==> src/rtl/reset_sel_pkg.sv <==
// reset_sel_pkg: shared state encoding and default dwell settings for the
// reset-select sequencer.
package reset_sel_pkg;

  typedef enum logic [1:0] {
    IDLE   = 2'b00,
    PRE    = 2'b01,
    STROBE = 2'b10,
    POST   = 2'b11
  } reset_sel_state_t;

  localparam int DEF_PRE_CYCLES  = 4;
  localparam int DEF_POST_CYCLES = 8;
  localparam int DEF_CNT_W       = 8;

endpackage

==> src/rtl/reset_sel_dwell_cnt.sv <==
// reset_sel_dwell_cnt: loadable down-counter with zero flag, shared by the
// pre-hold and post-hold windows of the sequencer.
module reset_sel_dwell_cnt #(
  parameter int CNT_W = 8
) (
  input  logic             CLK,
  input  logic             RST,
  input  logic             LOAD,
  input  logic [CNT_W-1:0] LOAD_VAL,
  input  logic             DEC,
  output logic             ZERO
);

  logic [CNT_W-1:0] count;

  // Load takes priority; decrement saturates at zero so the count never wraps.
  always_ff @(posedge CLK or posedge RST) begin
    if (RST) begin
      count <= '0;
    end else if (LOAD) begin
      count <= LOAD_VAL;
    end else if (DEC && (count != '0)) begin
      count <= count - 1'b1;
    end
  end

  assign ZERO = (count == '0);

endmodule

==> src/rtl/reset_sel_sequencer.sv <==
// reset_sel_sequencer: drives SELECT / SELECT_ENABLE of the two-input reset
// mux, holding the downstream reset across each source change
// (pre-hold, one-cycle strobe, post-hold).
// Optional build macro RESET_SEL_INIT_STROBE_EN: run one automatic switch to
// source B (target 0) after reset so the unreset mux selector is known.
module reset_sel_sequencer
  import reset_sel_pkg::*;
#(
  parameter int PRE_CYCLES  = DEF_PRE_CYCLES,
  parameter int POST_CYCLES = DEF_POST_CYCLES,
  parameter int CNT_W       = DEF_CNT_W
) (
  input  logic CLK,
  input  logic RST,
  input  logic REQ_VALID,
  input  logic REQ_SEL,
  output logic REQ_READY,
  output logic SELECT,
  output logic SELECT_ENABLE,
  output logic HOLD_RST,
  output logic CUR_SEL,
  output logic BUSY
);

  localparam logic [CNT_W-1:0] PRE_LOAD  = CNT_W'(PRE_CYCLES - 1);
  localparam logic [CNT_W-1:0] POST_LOAD = CNT_W'(POST_CYCLES - 1);

  reset_sel_state_t state, state_d;
  logic             target_q, target_d;
  logic             select_q, select_d;
  logic             sel_en_q, sel_en_d;
  logic             hold_q, hold_d;
  logic             cur_q, cur_d;
  logic             cnt_load;
  logic [CNT_W-1:0] cnt_load_val;
  logic             cnt_dec;
  logic             cnt_zero;
  logic             idle_ready;
  logic             accept;

`ifdef RESET_SEL_INIT_STROBE_EN
  logic init_pending;
  logic init_clr;

  // Pending flag for the automatic post-reset sequence; set by reset, cleared
  // once that sequence has been launched.
  always_ff @(posedge CLK or posedge RST) begin
    if (RST) begin
      init_pending <= 1'b1;
    end else if (init_clr) begin
      init_pending <= 1'b0;
    end
  end

  assign idle_ready = (state == IDLE) && !init_pending;
`else
  assign idle_ready = (state == IDLE);
`endif

  assign REQ_READY = idle_ready;
  assign accept    = REQ_VALID && idle_ready;

  reset_sel_dwell_cnt #(
    .CNT_W (CNT_W)
  ) u_dwell_cnt (
    .CLK      (CLK),
    .RST      (RST),
    .LOAD     (cnt_load),
    .LOAD_VAL (cnt_load_val),
    .DEC      (cnt_dec),
    .ZERO     (cnt_zero)
  );

  // State and registered mux-facing outputs.
  always_ff @(posedge CLK or posedge RST) begin
    if (RST) begin
      state    <= IDLE;
      target_q <= 1'b0;
      select_q <= 1'b0;
      sel_en_q <= 1'b0;
      hold_q   <= 1'b0;
      cur_q    <= 1'b0;
    end else begin
      state    <= state_d;
      target_q <= target_d;
      select_q <= select_d;
      sel_en_q <= sel_en_d;
      hold_q   <= hold_d;
      cur_q    <= cur_d;
    end
  end

  // Next-state, next-output and dwell counter control.
  always_comb begin
    state_d      = state;
    target_d     = target_q;
    select_d     = select_q;
    sel_en_d     = 1'b0;
    hold_d       = hold_q;
    cur_d        = cur_q;
    cnt_load     = 1'b0;
    cnt_load_val = '0;
    cnt_dec      = 1'b0;
`ifdef RESET_SEL_INIT_STROBE_EN
    init_clr     = 1'b0;
`endif
    unique case (state)
      IDLE: begin
`ifdef RESET_SEL_INIT_STROBE_EN
        if (init_pending) begin
          init_clr     = 1'b1;
          target_d     = 1'b0;
          cnt_load     = 1'b1;
          cnt_load_val = PRE_LOAD;
          hold_d       = 1'b1;
          state_d      = PRE;
        end else
`endif
        // A redundant request is consumed here without leaving IDLE.
        if (accept && (REQ_SEL != cur_q)) begin
          target_d     = REQ_SEL;
          cnt_load     = 1'b1;
          cnt_load_val = PRE_LOAD;
          hold_d       = 1'b1;
          state_d      = PRE;
        end
      end
      PRE: begin
        hold_d = 1'b1;
        if (cnt_zero) begin
          select_d = target_q;
          sel_en_d = 1'b1;
          state_d  = STROBE;
        end else begin
          cnt_dec = 1'b1;
        end
      end
      STROBE: begin
        hold_d       = 1'b1;
        cur_d        = target_q;
        cnt_load     = 1'b1;
        cnt_load_val = POST_LOAD;
        state_d      = POST;
      end
      POST: begin
        hold_d = 1'b1;
        if (cnt_zero) begin
          hold_d  = 1'b0;
          state_d = IDLE;
        end else begin
          cnt_dec = 1'b1;
        end
      end
      default: begin
        hold_d  = 1'b0;
        state_d = IDLE;
      end
    endcase
  end

  assign SELECT        = select_q;
  assign SELECT_ENABLE = sel_en_q;
  assign HOLD_RST      = hold_q;
  assign CUR_SEL       = cur_q;
  assign BUSY          = (state != IDLE);

endmodule

==> config.mk <==
export PLATFORM = sky130hd
export DESIGN_NAME = reset_sel_sequencer
export DESIGN_NICKNAME = d
export VERILOG_FILES = /design/src/rtl/reset_sel_pkg.sv /design/src/rtl/reset_sel_dwell_cnt.sv /design/src/rtl/reset_sel_sequencer.sv
export SDC_FILE = /design/constraint.sdc
export NUM_CORES = 1
export LEC_CHECK = 0
export ABC_AREA = 1
export CAP_MARGIN = 10
export CORE_ASPECT_RATIO = 0.9
export CORE_MARGIN = 2
export CORE_UTILIZATION = 25
export DETAILED_ROUTE_END_ITERATION = 16
export MAX_ROUTING_LAYER = met4
export PLACE_DENSITY = 0.4
export SKIP_LAST_GASP = 1
export SLEW_MARGIN = 0
export SYNTH_ARGS = -nofsm -noshare
export SYNTH_HDL_FRONTEND = slang
export SYNTH_SLANG_ARGS = --single-unit
==> constraint.sdc <==
create_clock -name CLK -period 3.8 [get_ports CLK]
set_clock_uncertainty 0.1 [all_clocks]
set_input_delay 0.76 -clock CLK [delete_from_list [all_inputs] [get_ports CLK]]
set_output_delay 0.76 -clock CLK [all_outputs]
set_load 0.05 [all_outputs]
---- Word-level counts from Yosys, hierarchy flattened ----
Cells that the tools add are included.
operators by class
  add/subtract/negate cells ............... 1
  multipliers ............................. 0
  divide/modulo/power cells ............... 0
  magnitude comparators ................... 0
  equality and inequality tests ........... 7
  shifts and indexed selects .............. 0
  muxes and demuxes ....................... 16
  bitwise operators ....................... 0
  reduce and logical (&&, ||, !) cells .... 13
operator list
  cell                                               count
  two-way mux 8 bit                                  2
  logical NOT 8 bit                                  1
  two-way mux 2 bit                                  4
  one-hot mux 2 bit (4 select lines)                 1
  nonzero test 8 bit                                 1
  subtractor 8 x 1 -> 8 bit (second input constant)  1
  two-way mux 1 bit                                  6
  one-hot mux 3 bit (2 select lines)                 1
  == test 2 bit (second input constant)              2
  != test 2 bit (second input constant)              2
  AND reduction 2 bit                                2
  nonzero test 2 bit                                 2
  OR reduction 2 bit                                 2
  logical AND 1 bit                                  3
  one-hot mux 1 bit (3 select lines)                 1
  AND reduction 3 bit                                1
  == test 2 x 1 -> 1 bit (second input constant)     1
  logical NOT 2 bit                                  1
  != test 2 x 1 -> 1 bit (second input constant)     1
  one-hot mux 1 bit (2 select lines)                 1
  != test 1 bit                                      1
word-level totals
  flip-flop bits (word level) ............. 15
  latch bits .............................. 0
  bits in writable memories ............... 0
  bits in read-only memories .............. 0
  input port bits ......................... 4
  output and inout bits ................... 6
  word-level logic and storage cells ...... 44
  memories ................................ 0

---- Logic depth before layout (Yosys ltp) ----
  depth in word-level cells ............... 6
  gate-level depth with buffers ........... 11
  mapped depth without buffers ............ 11

---- By module ----
A second synthesis with hierarchy kept.
second synthesis, totals
  cell total of the unflattened synthesis .. 142
  area, all modules ....................... 1,057.3 µm²
modules (own cells, without submodules)
  module               instances  cells each  area an instance (µm²)  sequential area each (µm²)
  reset_sel_dwell_cnt  1          91          633.1                   200.2
  reset_sel_sequencer  1          51          424.2                   175.2

---- Least setup slack after synthesis ----
No wires, ideal clock.
  path type ............................... register to output
  start point ............................. register state[0]
  end point ............................... output BUSY
  data arrival time ....................... 1,377 ps
  path slack .............................. 1,563 ps
  stages on the path, launching flop included .. 4
  path buffers ............................ 0
  cells stage by stage .................... dfrtp_1 inv_1 ha_1 inv_1
on the way
  cells in the longest elaborated chain, start to end .. 1
ends and longest elaborated chain
  what                    RTL line                    source
  start, declared         reset_sel_sequencer.sv:28   reset_sel_state_t state, state_d;
  start signal, assigned  reset_sel_sequencer.sv:84   state <= state_d;
  nonzero test 2 bit      reset_sel_sequencer.sv:165  assign BUSY = (state != IDLE);
  end, declared           reset_sel_sequencer.sv:22   output logic BUSY
No other way between the ends.

---- Final worst setup path ----
Same ends and word-level chain as after synthesis.

==> reports/metrics.yaml <==
outcome:
  status: "complete, no violations"
yosys:
  syn_nets: 128
  yosys_register_bits: 15
  seq_area_frac_synth_pct: 42.0
  yosysMostFrequentCell: "nand2_1"
  synth_edf_count: 0
  netlist_top_cells_count: "39 x nand2_1, 17 x inv_1, 15 x dfrtp_1"
  ys_warn_count: 0
  netlist_area_um2: 893
  netlist_top_cells_area: "dfrtp_1 42%, nand2_1 16%, ha_1 9.8%, inv_1 7.1%, nand3_1 3.9%"
  syn_inst: 117
  ys.flop_type: "dfrtp_1"
  synth_area_leader_cell: "dfrtp_1"
  synthArstFlopShare_pct: 100
  synth_top_area_share_pct: 42.0
  syn_area_per_cell_um2: 7.64
  synth_cell_types: 18
detailed_routing:
  via_per_inst: 4.33
  drtAntennaViolNets: 0
  vias: 753
  first_pass_iters: 4
  highest_layer: "met4"
  drt-met1-wl_um: 975
  avgRoutedWirePerCell_um: 11.4
  drtIter0Drc: 26
  drc_errors: 0
  wirelength_um: 1980
  routed-wl-met2_um: 897
  wl_met3_um: 94
critical_path:
  startpoint_type: "flop"
  cp_slowest_cell: "clkdlybuf4s50_1"
  crit_type: "flop to output port"
  max_stage_delay_ns: 0.79
  cp.arrival_ns: 1.84
  cp_cell_sequence: "inv_1 > ha_1 > inv_1 > clkdlybuf4s50_1"
  worst_setup_path_end_kind: "output port"
  cp.required_ns: 2.94
  cpMostUsedCell: "inv_1"
  crit_fanout: 4
sta:
  drv_slew: 0
  slew_headroom_pct: 60.1
  worst_slack_ns: 1.10
  post-route-period-util_pct: 71.1
  setup_tns_ns: 0
  fin_crit_ns: 2.70
  fmax_mhz: 370
  grt_setup_unrepaired: "false"
  hold_violations: 0
  tightest_slew_ns: 0.597
  finalSetupViolCount: 0
  worst_hold_slack_ns: 0.396
global_route:
  grt_usage_pct: 11.7
  overflow: 0
  first_global_vias: 700
  antenna_found_initial: 0
  grt_max_degree: 16
  grt_pass1_wl_um: 3310
power:
  net-switching-power_w: 0.000539
  p_per_area_nw_per_um2: 969
  power_switching_share_pct: 51.3
  vdd_drop_max_v: 0.000286
  p_leak_nw: 0.560
  p_seq_share_pct: 27.4
  p_comb_share_pct: 59.9
  internal_power_w: 0.000511
  clkPwrFrac_pct: 12.7
clock_network:
  cts_made_buffers: 3
  clk_path_buf_depth: 2
  cts_hold_buf: 0
  cts-root-buf: "clkbuf_8"
  h-tree-depth: 1
  post_cts_resized: 0
  cts_tree: "done"
  cts.sinks: 15
  clkTransAtPathRegs_ns: 0.06
  clk_latency_ns: 0.25
  post_cts_buffers: 0
floorplanning:
  core.rowCount: 20
  pin_count: 10
  dieArea_um2: 4070
  core_region_area_um2: 3400
  start_util_pct: 26.3
  die_h_um: 60.7
  die_w_um: 67.0
finish:
  syn2layout_area_growth_pct: 21.3
  num-nets-final: 142
  fillers: 387
  antenna_cells: 0
  layout-drive-gt1-share_pct: 9.23
place:
  hpwl_um: 1500
  port_buffers: 9
  place_ws_ns: 1.36
  place_congestion: 0.701
min_path:
  min_path_type: "flop to flop"
flow_run:
  cap_violations: 0
[power groups by stage]
| stage | logic, W | registers (W) | clock network (W) |
|---|---|---|---|
| floorplan | 0.000432 | 0.000322 | 0 |
| global placement | 0.000622 | 0.000290 | 0 |
| detailed placement | 0.000632 | 0.000291 | 0 |
| CTS | 0.000637 | 0.000289 | 0.000138 |
| global route | 0.000709 | 0.000302 | 0.000145 |
| finish | 0.000629 | 0.000288 | 0.000133 |
[routing by layer]
layer  track usage (%)  vias to the layer above
li1                  -                      394
met1              14.9                      345
met2              17.5                       12
met3              4.45                        2
met4              2.62                        0
met5                 -                        -
[final timing paths]
| path | cells past startpoint | start | endpoint | slack (ns) |
|---|---|---|---|---|
| worst max-delay path | 4 | state[0]$_DFFE_PP0P_ | BUSY | 1.10 |
| worst min-delay path | 2 | SELECT$_DFFE_PP0P_ | SELECT$_DFFE_PP0P_ | 0.40 |
| worst max register to register | 11 | state[0]$_DFFE_PP0P_ | u_dwell_cnt.count[2]$_DFFE_PP0P_ | 2.04 |
| worst min register to register | 2 | SELECT$_DFFE_PP0P_ | SELECT$_DFFE_PP0P_ | 0.40 |
| max in group asynchronous | 2 | RST | CUR_SEL$_DFFE_PP0N_ | 2.44 |
| min in group asynchronous | 2 | RST | u_dwell_cnt.count[3]$_DFFE_PP0P_ | 0.77 |
[cells in the final DEF (no fill, tap or decap)]
| cell | instances |
|---|---|
| nand2_1 | 39 |
| inv_1 | 17 |
| dfrtp_1 | 15 |
| clkdlybuf4s50_1 | 9 |
| nor2_1 | 8 |
| nand3_1 | 7 |
| ha_1 | 7 |
| nand4_1 | 5 |
| o21ai_0 | 4 |
| nor2_2 | 3 |
| inv_2 | 3 |
| clkbuf_8 | 3 |
| nand2_2 | 2 |
| o21bai_4 | 1 |
| xnor2_1 | 1 |
| a31oi_1 | 1 |
| o21ai_1 | 1 |
| a21oi_1 | 1 |
| a32o_1 | 1 |
| o211ai_1 | 1 |
| clkbuf_1 | 1 |
[registers in the layout, indices dropped and copies added (netlist names)]
register,count
target_q,1
state,2
CUR_SEL,1
HOLD_RST,1
u_dwell_cnt.count,8
SELECT_ENABLE,1
SELECT,1
[worst max-delay path: cells and delay by family, from the launching register on]
kind / cells / cell delay, ns
DFF: 1 / 0.38
adders and majority gates: 1 / 0.25
buffers and inverters: 3 / 0.97
[per-stage QoR]
step                      utilization [%]  std cells  total power (W)  instance area [um2]
after floorplan                         -        117         0.000754                  893
after global placement               30.5        170         0.000912                 1040
after detailed placement             30.5        170         0.000923                 1040
after CTS                            31.8        174          0.00106                 1080
after global routing                 31.8        174          0.00116                 1080
final                                31.8        174          0.00105                 1080
[area by class of cell]
| type | count | area, um2 | area share [%] |
|---|---|---|---|
| multi-input combinational | 82 | 443 | 40.9 |
| sequential | 15 | 375 | 34.6 |
| timing repair buffer | 9 | 90.1 | 8.31 |
| inverter | 20 | 75.1 | 6.93 |
| tap | 44 | 55.1 | 5.08 |
| clock buffer | 4 | 45.0 | 4.16 |
[cells by family after synthesis]
kind of cell	Yosys count	share of synthesized area, %
AND/OR/NAND/NOR	64	30.7
buffers and inverters	20	8.40
flip-flops	15	42.0
AO/OA/AOI/OAI	10	8.12
adder cells (fa/ha/maj)	7	9.80
XOR/XNOR	1	0.981
No activity file was read; power rests on OpenSTA's default activity.
